[src/rtl/bus_xfer_sequencer_if.sv]
// Request handshake and strobe bundle for bus_xfer_sequencer.
// master = request issuer, slave = sequencer.
interface bus_xfer_sequencer_if;
  logic        req_valid;
  logic [4:0]  req_src;
  logic [4:0]  req_dst;
  logic        req_ready;
  logic [23:0] src_out;
  logic [23:0] dst_in;
  logic        busy;
  logic        done;
  logic        err;

  modport master (
    output req_valid, req_src, req_dst,
    input  req_ready, src_out, dst_in,
    input  busy, done, err
  );

  modport slave (
    input  req_valid, req_src, req_dst,
    output req_ready, src_out, dst_in,
    output busy, done, err
  );
endinterface

[src/rtl/bus_xfer_sequencer.sv]
// Queued register-transfer sequencer: DRIVE/LOAD one-hot bus strobes.
// Optional request checking enabled by BUS_XFER_CHECK_EN.
module bus_xfer_sequencer #(
  parameter int DEPTH = 2
) (
  input  logic                 clk,
  input  logic                 clr,
  bus_xfer_sequencer_if.slave  bus
);

  localparam int AW = (DEPTH > 1) ? $clog2(DEPTH) : 1;
  localparam int CW = $clog2(DEPTH + 1);

  typedef enum logic [1:0] {
    IDLE,
    DRIVE,
    LOAD
  } state_t;

  typedef struct packed {
    logic [4:0] src;
    logic [4:0] dst;
  } xfer_t;

  xfer_t         r_mem [DEPTH];
  logic [AW-1:0] r_wptr;
  logic [AW-1:0] r_rptr;
  logic [CW-1:0] r_count;
  state_t        r_state;
  xfer_t         r_cur;
  logic [23:0]   r_src_out;
  logic [23:0]   r_dst_in;
  logic          r_busy;
  logic          r_done;
  logic          r_err;

  logic          w_ready;
  logic          w_acc;
  logic          w_bad;
  logic          w_push;
  logic          w_pop;
  xfer_t         w_req;
  xfer_t         w_head;
  logic [CW-1:0] w_count_nxt;
  state_t        w_state_nxt;
  logic          w_busy_nxt;

  // Code k maps to bit 23-k; codes past C give an empty vector
  function automatic logic [23:0] f_onehot(input logic [4:0] k);
    f_onehot = (k < 5'd24) ? (24'h800000 >> k) : 24'h0;
  endfunction

  assign w_ready = (r_count < CW'(DEPTH));
  assign w_acc   = bus.req_valid && w_ready;
  assign w_req   = '{src: bus.req_src, dst: bus.req_dst};
  assign w_head  = r_mem[r_rptr];

`ifdef BUS_XFER_CHECK_EN
  // PC loads only through its increment path; InPort is read-only
  assign w_bad = (bus.req_src > 5'd23) || (bus.req_dst > 5'd23) ||
                 (bus.req_dst == 5'd22) || (bus.req_dst == 5'd20);
`else
  assign w_bad = 1'b0;
`endif

  assign w_push      = w_acc && !w_bad;
  assign w_pop       = (r_count != '0) && (r_state != DRIVE);
  assign w_count_nxt = r_count + CW'(w_push) - CW'(w_pop);

  always_comb begin
    w_state_nxt = IDLE;
    if (r_state == DRIVE) w_state_nxt = LOAD;
    else if (w_pop)       w_state_nxt = DRIVE;
  end

  assign w_busy_nxt = (w_state_nxt != IDLE) || (w_count_nxt != '0);

  always_ff @(posedge clk) begin
    if (w_push) r_mem[r_wptr] <= w_req;
  end

  always_ff @(posedge clk or negedge clr) begin
    if (!clr) begin
      r_wptr  <= '0;
      r_rptr  <= '0;
      r_count <= '0;
    end else begin
      if (w_push) r_wptr <= r_wptr + 1'b1;
      if (w_pop)  r_rptr <= r_rptr + 1'b1;
      r_count <= w_count_nxt;
    end
  end

  always_ff @(posedge clk or negedge clr) begin
    if (!clr) begin
      r_state   <= IDLE;
      r_cur     <= '0;
      r_src_out <= '0;
      r_dst_in  <= '0;
      r_busy    <= 1'b0;
      r_done    <= 1'b0;
      r_err     <= 1'b0;
    end else begin
      r_state <= w_state_nxt;
      r_busy  <= w_busy_nxt;
      r_done  <= 1'b0;
      r_err   <= w_acc && w_bad;
      unique case (r_state)
        DRIVE: begin
          r_dst_in <= f_onehot(r_cur.dst);
          r_done   <= 1'b1;
        end
        default: begin
          if (w_pop) begin
            r_cur     <= w_head;
            r_src_out <= f_onehot(w_head.src);
          end else begin
            r_src_out <= '0;
          end
          r_dst_in <= '0;
        end
      endcase
    end
  end

  assign bus.req_ready = w_ready;
  assign bus.src_out   = r_src_out;
  assign bus.dst_in    = r_dst_in;
  assign bus.busy      = r_busy;
  assign bus.done      = r_done;
  assign bus.err       = r_err;

endmodule

[src/flat_wrapper.sv]
// flat-port wrapper written by rule: the top's interface ports become plain ports
module bus_xfer_sequencer_flat 
#(
  parameter int DEPTH = 2
)
  (clk, clr, bus_req_valid, bus_req_src, bus_req_dst, bus_req_ready, bus_src_out, bus_dst_in, bus_busy, bus_done, bus_err);
  bus_xfer_sequencer_if bus_i ();
  input  logic clk;
  input  logic clr;
  input wire logic [$bits(bus_i.req_valid)-1:0] bus_req_valid;
  input wire logic [$bits(bus_i.req_src)-1:0] bus_req_src;
  input wire logic [$bits(bus_i.req_dst)-1:0] bus_req_dst;
  output wire logic [$bits(bus_i.req_ready)-1:0] bus_req_ready;
  output wire logic [$bits(bus_i.src_out)-1:0] bus_src_out;
  output wire logic [$bits(bus_i.dst_in)-1:0] bus_dst_in;
  output wire logic [$bits(bus_i.busy)-1:0] bus_busy;
  output wire logic [$bits(bus_i.done)-1:0] bus_done;
  output wire logic [$bits(bus_i.err)-1:0] bus_err;
  assign bus_i.req_valid = bus_req_valid;
  assign bus_i.req_src = bus_req_src;
  assign bus_i.req_dst = bus_req_dst;
  assign bus_req_ready = bus_i.req_ready;
  assign bus_src_out = bus_i.src_out;
  assign bus_dst_in = bus_i.dst_in;
  assign bus_busy = bus_i.busy;
  assign bus_done = bus_i.done;
  assign bus_err = bus_i.err;
  bus_xfer_sequencer #(.DEPTH(DEPTH)) u_core (.clk(clk), .clr(clr), .bus(bus_i));
endmodule
[config.mk]
export PLATFORM = sky130hd
export DESIGN_NAME = bus_xfer_sequencer_flat
export DESIGN_NICKNAME = d
export VERILOG_FILES = /design/src/rtl/bus_xfer_sequencer_if.sv /design/src/rtl/bus_xfer_sequencer.sv /design/src/flat_wrapper.sv
export SDC_FILE = /design/constraint.sdc
export NUM_CORES = 1
export LEC_CHECK = 0
export CAP_MARGIN = 20
export CELL_PAD_IN_SITES_DETAIL_PLACEMENT = 1
export CELL_PAD_IN_SITES_GLOBAL_PLACEMENT = 1
export CORE_UTILIZATION = 38
export CTS_BUF_LIST = sky130_fd_sc_hd__clkbuf_4
export DETAILED_ROUTE_END_ITERATION = 6
export GPL_TIMING_DRIVEN = 0
export HOLD_SLACK_MARGIN = 0.15
export PLACE_DENSITY_LB_ADDON = 0.1
export SETUP_SLACK_MARGIN = 0.5
export SLEW_MARGIN = 10
export SYNTH_ARGS = -nofsm -noshare
export SYNTH_HDL_FRONTEND = slang
export SYNTH_SLANG_ARGS = --single-unit
[constraint.sdc]
create_clock -name clk -period 1.85 [get_ports clk]
set_input_delay 0.37 -clock clk [delete_from_list [all_inputs] [get_ports clk]]
set_output_delay 0.37 -clock clk [all_outputs]
set_load 0.02 [all_outputs]
==> metrics.log <==
INFO  metric design.die.area = a little over 0.008 mm2
INFO  metric synthesis.area_per_instance = 13.3 um2
INFO  metric post-synth-top-count-cell = dfrtp_1
INFO  metric leakage = between 2 and 2.5 nW
INFO  metric ctsHtreeMaxLevel = 3
INFO  metric fraction_of_layout_instances_using_a_drive_strength_above_1 = 45.6%
INFO  metric final-setup-viol-count = 0
INFO  metric yosys-top-cells-count = 60 x dfrtp_1, 27 x nor2_1, 20 x edfxtp_1
INFO  metric cts_buffers = 9
INFO  metric syn_nets = between 200 and 250
INFO  metric postSynth.topFlopCell = dfrtp_1
INFO  metric fin_crit = 1630 ps
INFO  metric finalNetCount = roughly 360
INFO  metric viasPerCell = 4.96
INFO  metric cp_num_buf_inv = 2
INFO  metric drc = 0
INFO  metric detail_route.iter0.violations = 73
INFO  metric totalWireLength = about 7400 um
INFO  metric worst-path-max-fanout = 2
INFO  metric fp.dieH = just over 90 um
INFO  metric maximum_number_of_pins_on_one_net_before_global_route_repair = between 60 and 70
INFO  metric die_w = between 90 and 100 um
INFO  metric post-dp-hpwl = 4370 um
INFO  metric power-per-cell-area = approximately 1400 mW/mm2
INFO  metric clk_pin_slew = 130 ps
INFO  metric area_growth = 52.6%
INFO  metric cts-root-to-sink-buffers = 2
INFO  metric antennaDiodeCount = 0
INFO  metric pwr-share-comb = around 50%
INFO  metric grt.total_usage = 18.6%
INFO  metric post-synth-top-area-cell = dfrtp_1
INFO  metric starting_density_of_the_core = approximately two fifths
INFO  metric first_global_vias = ~2,300
INFO  metric critical-path-top-delay-family = flip-flops
INFO  metric globalRoute.totalOverflow = 0
INFO  metric setup.reg_to_reg.worst_slack = approximately 220 ps
INFO  metric clock_tree_from_tritoncts = built
INFO  metric setup.worst_path.start_class = flop
INFO  metric postSynth.asyncResetShare = about three quarters
INFO  metric hold_end = u_core.r_mem[0][7]
INFO  metric report.final.slew_viol_count = 0
INFO  metric fmax = between 600 and 700 MHz
INFO  metric synth-edff-count = 20
INFO  metric totalNegativeSetupSlack = 0 ps
INFO  metric antenna_violations_before_repair = 0
INFO  metric mappedNetlistArea = between 0.003 and 0.004 mm2
INFO  metric wl_per_cell = about 16 um
INFO  metric synth_top_cells_by_area = dfrtp_1 50%, edfxtp_1 20%, a32o_1 4.3%, nor2_1 3.4%, o21ai_1 3.1%
INFO  metric io_pins = 65
INFO  metric internal-power = between 4 and 5 mW
INFO  metric crit-reg2reg-launch = u_core.r_count[1]
INFO  metric cp_slowest_stage_delay = roughly 430 ps
INFO  metric vias = 2,236
INFO  metric critPathSlowestCell = dfrtp_2
INFO  metric hold_class = input pin to flop
INFO  metric number_of_clock_sinks = 80
INFO  metric critical_path.endpoint_type = flop
INFO  metric finalWeightedCongestion = ~0.77
INFO  metric worst_ep_arrival_time = ~1900 ps
INFO  metric min_period_over_period = between 80% and 90%
INFO  metric seq_power_share = 36.0%
INFO  metric drt.antenna.violating_nets = 0
INFO  metric seq_area_frac_synth = between 60% and 70%
INFO  metric startpoint_of_the_worst_hold_path = bus_req_src[2]
INFO  metric run_status = finished, final reports clean
INFO  metric drt-pass1-iter-count = 4
INFO  metric power.switching = ~2.6 mW
INFO  metric floorplan.rows = 32
INFO  metric hold_depth = 1
INFO  metric synthDominantCellAreaShare = approximately half
INFO  metric root_buffer = clkbuf_4
INFO  metric max_slew.worst_pin.slew = between 700 and 800 ps
INFO  metric insertion_delay = around 420 ps
INFO  metric power_switching_share = 38.5%
INFO  metric synth_seq_cells = 80
INFO  metric buffer_ports.inserted = between 60 and 70
INFO  metric ys.warnings.count = 0
INFO  metric first_pass_grt_wire_length = 11,600 um
INFO  metric depth_of_the_worst_register_to_register_path = 8
INFO  metric regToRegEndpoint = u_core.bus.busy
INFO  metric rsz0062_at_grt = yes
INFO  metric core_area = between 0.007 and 0.008 mm2
INFO  metric cp_cell_sequence = or2_4, nand2_4, inv_4, ha_4, inv_2, ha_4, xnor2_4, nand3_2
INFO  metric drv_cap = 0
INFO  metric finalClockSkew = about 15 ps
INFO  metric clkPwrFrac = about 13%
INFO  metric final_core_utilization = approximately three fifths
INFO  metric slew_headroom = 50.8%
INFO  metric critical-path-top-cell-by-count = ha_4
INFO  metric syn-instance-count = 227
INFO  metric required = approximately 2200 ps
INFO  metric synthDistinctLibCells = just over 40
INFO  metric max-vdd-ir-drop = between 0.0007 and 0.0008 V
INFO  metric critical_path_class = flop to flop
INFO  metric report.final.hold_viol_count = 0
-- per-layer routing --
| metal | vias up | GRT usage [%] | routed length [um] |
|---|---|---|---|
| met5 | - | 0 | 0 |
| met4 | 0 | 8.73 | 178 |
| met3 | 14 | 2.76 | 251 |
| met2 | 62 | 30.2 | 3720 |
| met1 | 1108 | 24.7 | 3280 |
| li1 | 1052 | - | - |
-- through the flow --
stage / total power, mW / cell area [um2] / cells / hold WS [ps] / worst slack (ps)
finish: 6.64 / 4610 / 451 / 521 / 224
global route: 6.99 / 4610 / 451 / 524 / 186
CTS: 6.18 / 4290 / 436 / 499 / 186
detailed placement: 4.58 / 3850 / 392 / 481 / -245
global placement: 4.51 / 3850 / 392 / 476 / -1680
floorplan: 3.85 / 3090 / 227 / 74.4 / 204
-- cell families after synthesis --
logic type | after synthesis | share of synthesized area [%]
XOR/XNOR | 4 | 1.16
AND/OR/NAND/NOR | 69 | 11.1
other | 1 | 0.124
flip-flops | 80 | 69.6
multiplexers | 7 | 2.36
AO/OA/AOI/OAI | 47 | 12.3
adder cells (fa/ha/maj) | 2 | 0.828
buffers and inverters | 17 | 2.61
-- cell type report --
class | count | area (um2)
Fill cell | 759 | 3080
Sequential cell | 80 | 2100
Multi-Input combinational cell | 131 | 1120
Timing Repair Buffer | 105 | 1040
Tap cell | 102 | 128
Buffer | 11 | 88.8
Clock buffer | 9 | 67.6
Clock inverter | 7 | 36.3
Inverter | 6 | 25.0
-- cell usage in the layout (no fill, tap or decap), types with 2 or more instances in the layout --
master	count
inv_2	3
ha_4	2
and2_4	2
clkinv_2	4
nor3_4	2
buf_6	54
nand2_1	14
nor2_1	27
o2111ai_4	2
o21ai_1	14
buf_12	2
a32o_1	12
buf_4	31
buf_8	2
dfrtp_1	58
clkbuf_1	3
nand3_1	4
inv_1	2
a22o_1	4
nand3b_1	2
o21ai_2	5
buf_2	9
edfxtp_1	20
clkbuf_4	10
nand2b_1	5
dfrtp_2	2
inv_4	3
nor2b_4	3
mux2i_1	2
mux2i_4	3
clkdlybuf4s50_1	11
-- registers in the layout, summed over array words and instances (netlist names) --
name	flops
u_core.bus.busy	1
u_core.r_count	2
u_core.r_rptr	1
u_core.bus.src_out	24
u_core.bus.done	1
u_core.r_cur	5
u_core.r_mem	20
u_core.r_wptr	1
u_core.bus.dst_in	24
u_core.r_state	1
-- power groups by stage --
stage          logic, mW  registers (mW)  clock network, mW
2_1_floorplan       1.36            2.49                  0
3_3_place_gp        2.14            2.38                  0
3_5_place_dp        2.19            2.39                  0
4_1_cts             2.93            2.37              0.881
5_1_grt             3.61            2.42              0.958
6_report            3.40            2.39              0.852
-- worst register-to-register path, stage by stage (launching register included) --
cell and delay [ps]:
dfrtp_2 430, or2_4 250, nand2_4 80, inv_4 40, ha_4 250, inv_2 30, ha_4 160, xnor2_4 170
nand3_2 90
-- timing repair --
| action | CTS | global route |
|---|---|---|
| resized for setup | 290 | 62 |
| buffers inserted | 25 | 14 |
| pin swaps | 17 | 19 |
| endpoints found under the setup margin | 108 | 96 |
| cloned | 2 | 1 |
| hold endpoints to repair | 60 | 0 |
| hold buffers | 1 | 0 |
-- how the worst max path moves through the flow --
stage / start / to / cells past startpoint / slack [ps]
final: u_core.r_count[1] / u_core.bus.busy / 8 / 220
after global routing: u_core.r_count[1] / u_core.r_count[1] / 8 / 190
after CTS: u_core.r_count[1] / u_core.bus.busy / 8 / 190
after detailed placement: bus_req_valid / u_core.r_mem[1][7] / 3 / -240
after global placement: clr / u_core.bus.done / 1 / -1680
after floorplan: u_core.r_count[1] / u_core.r_count[1] / 8 / 200
(Power assumes the default switching activity.)
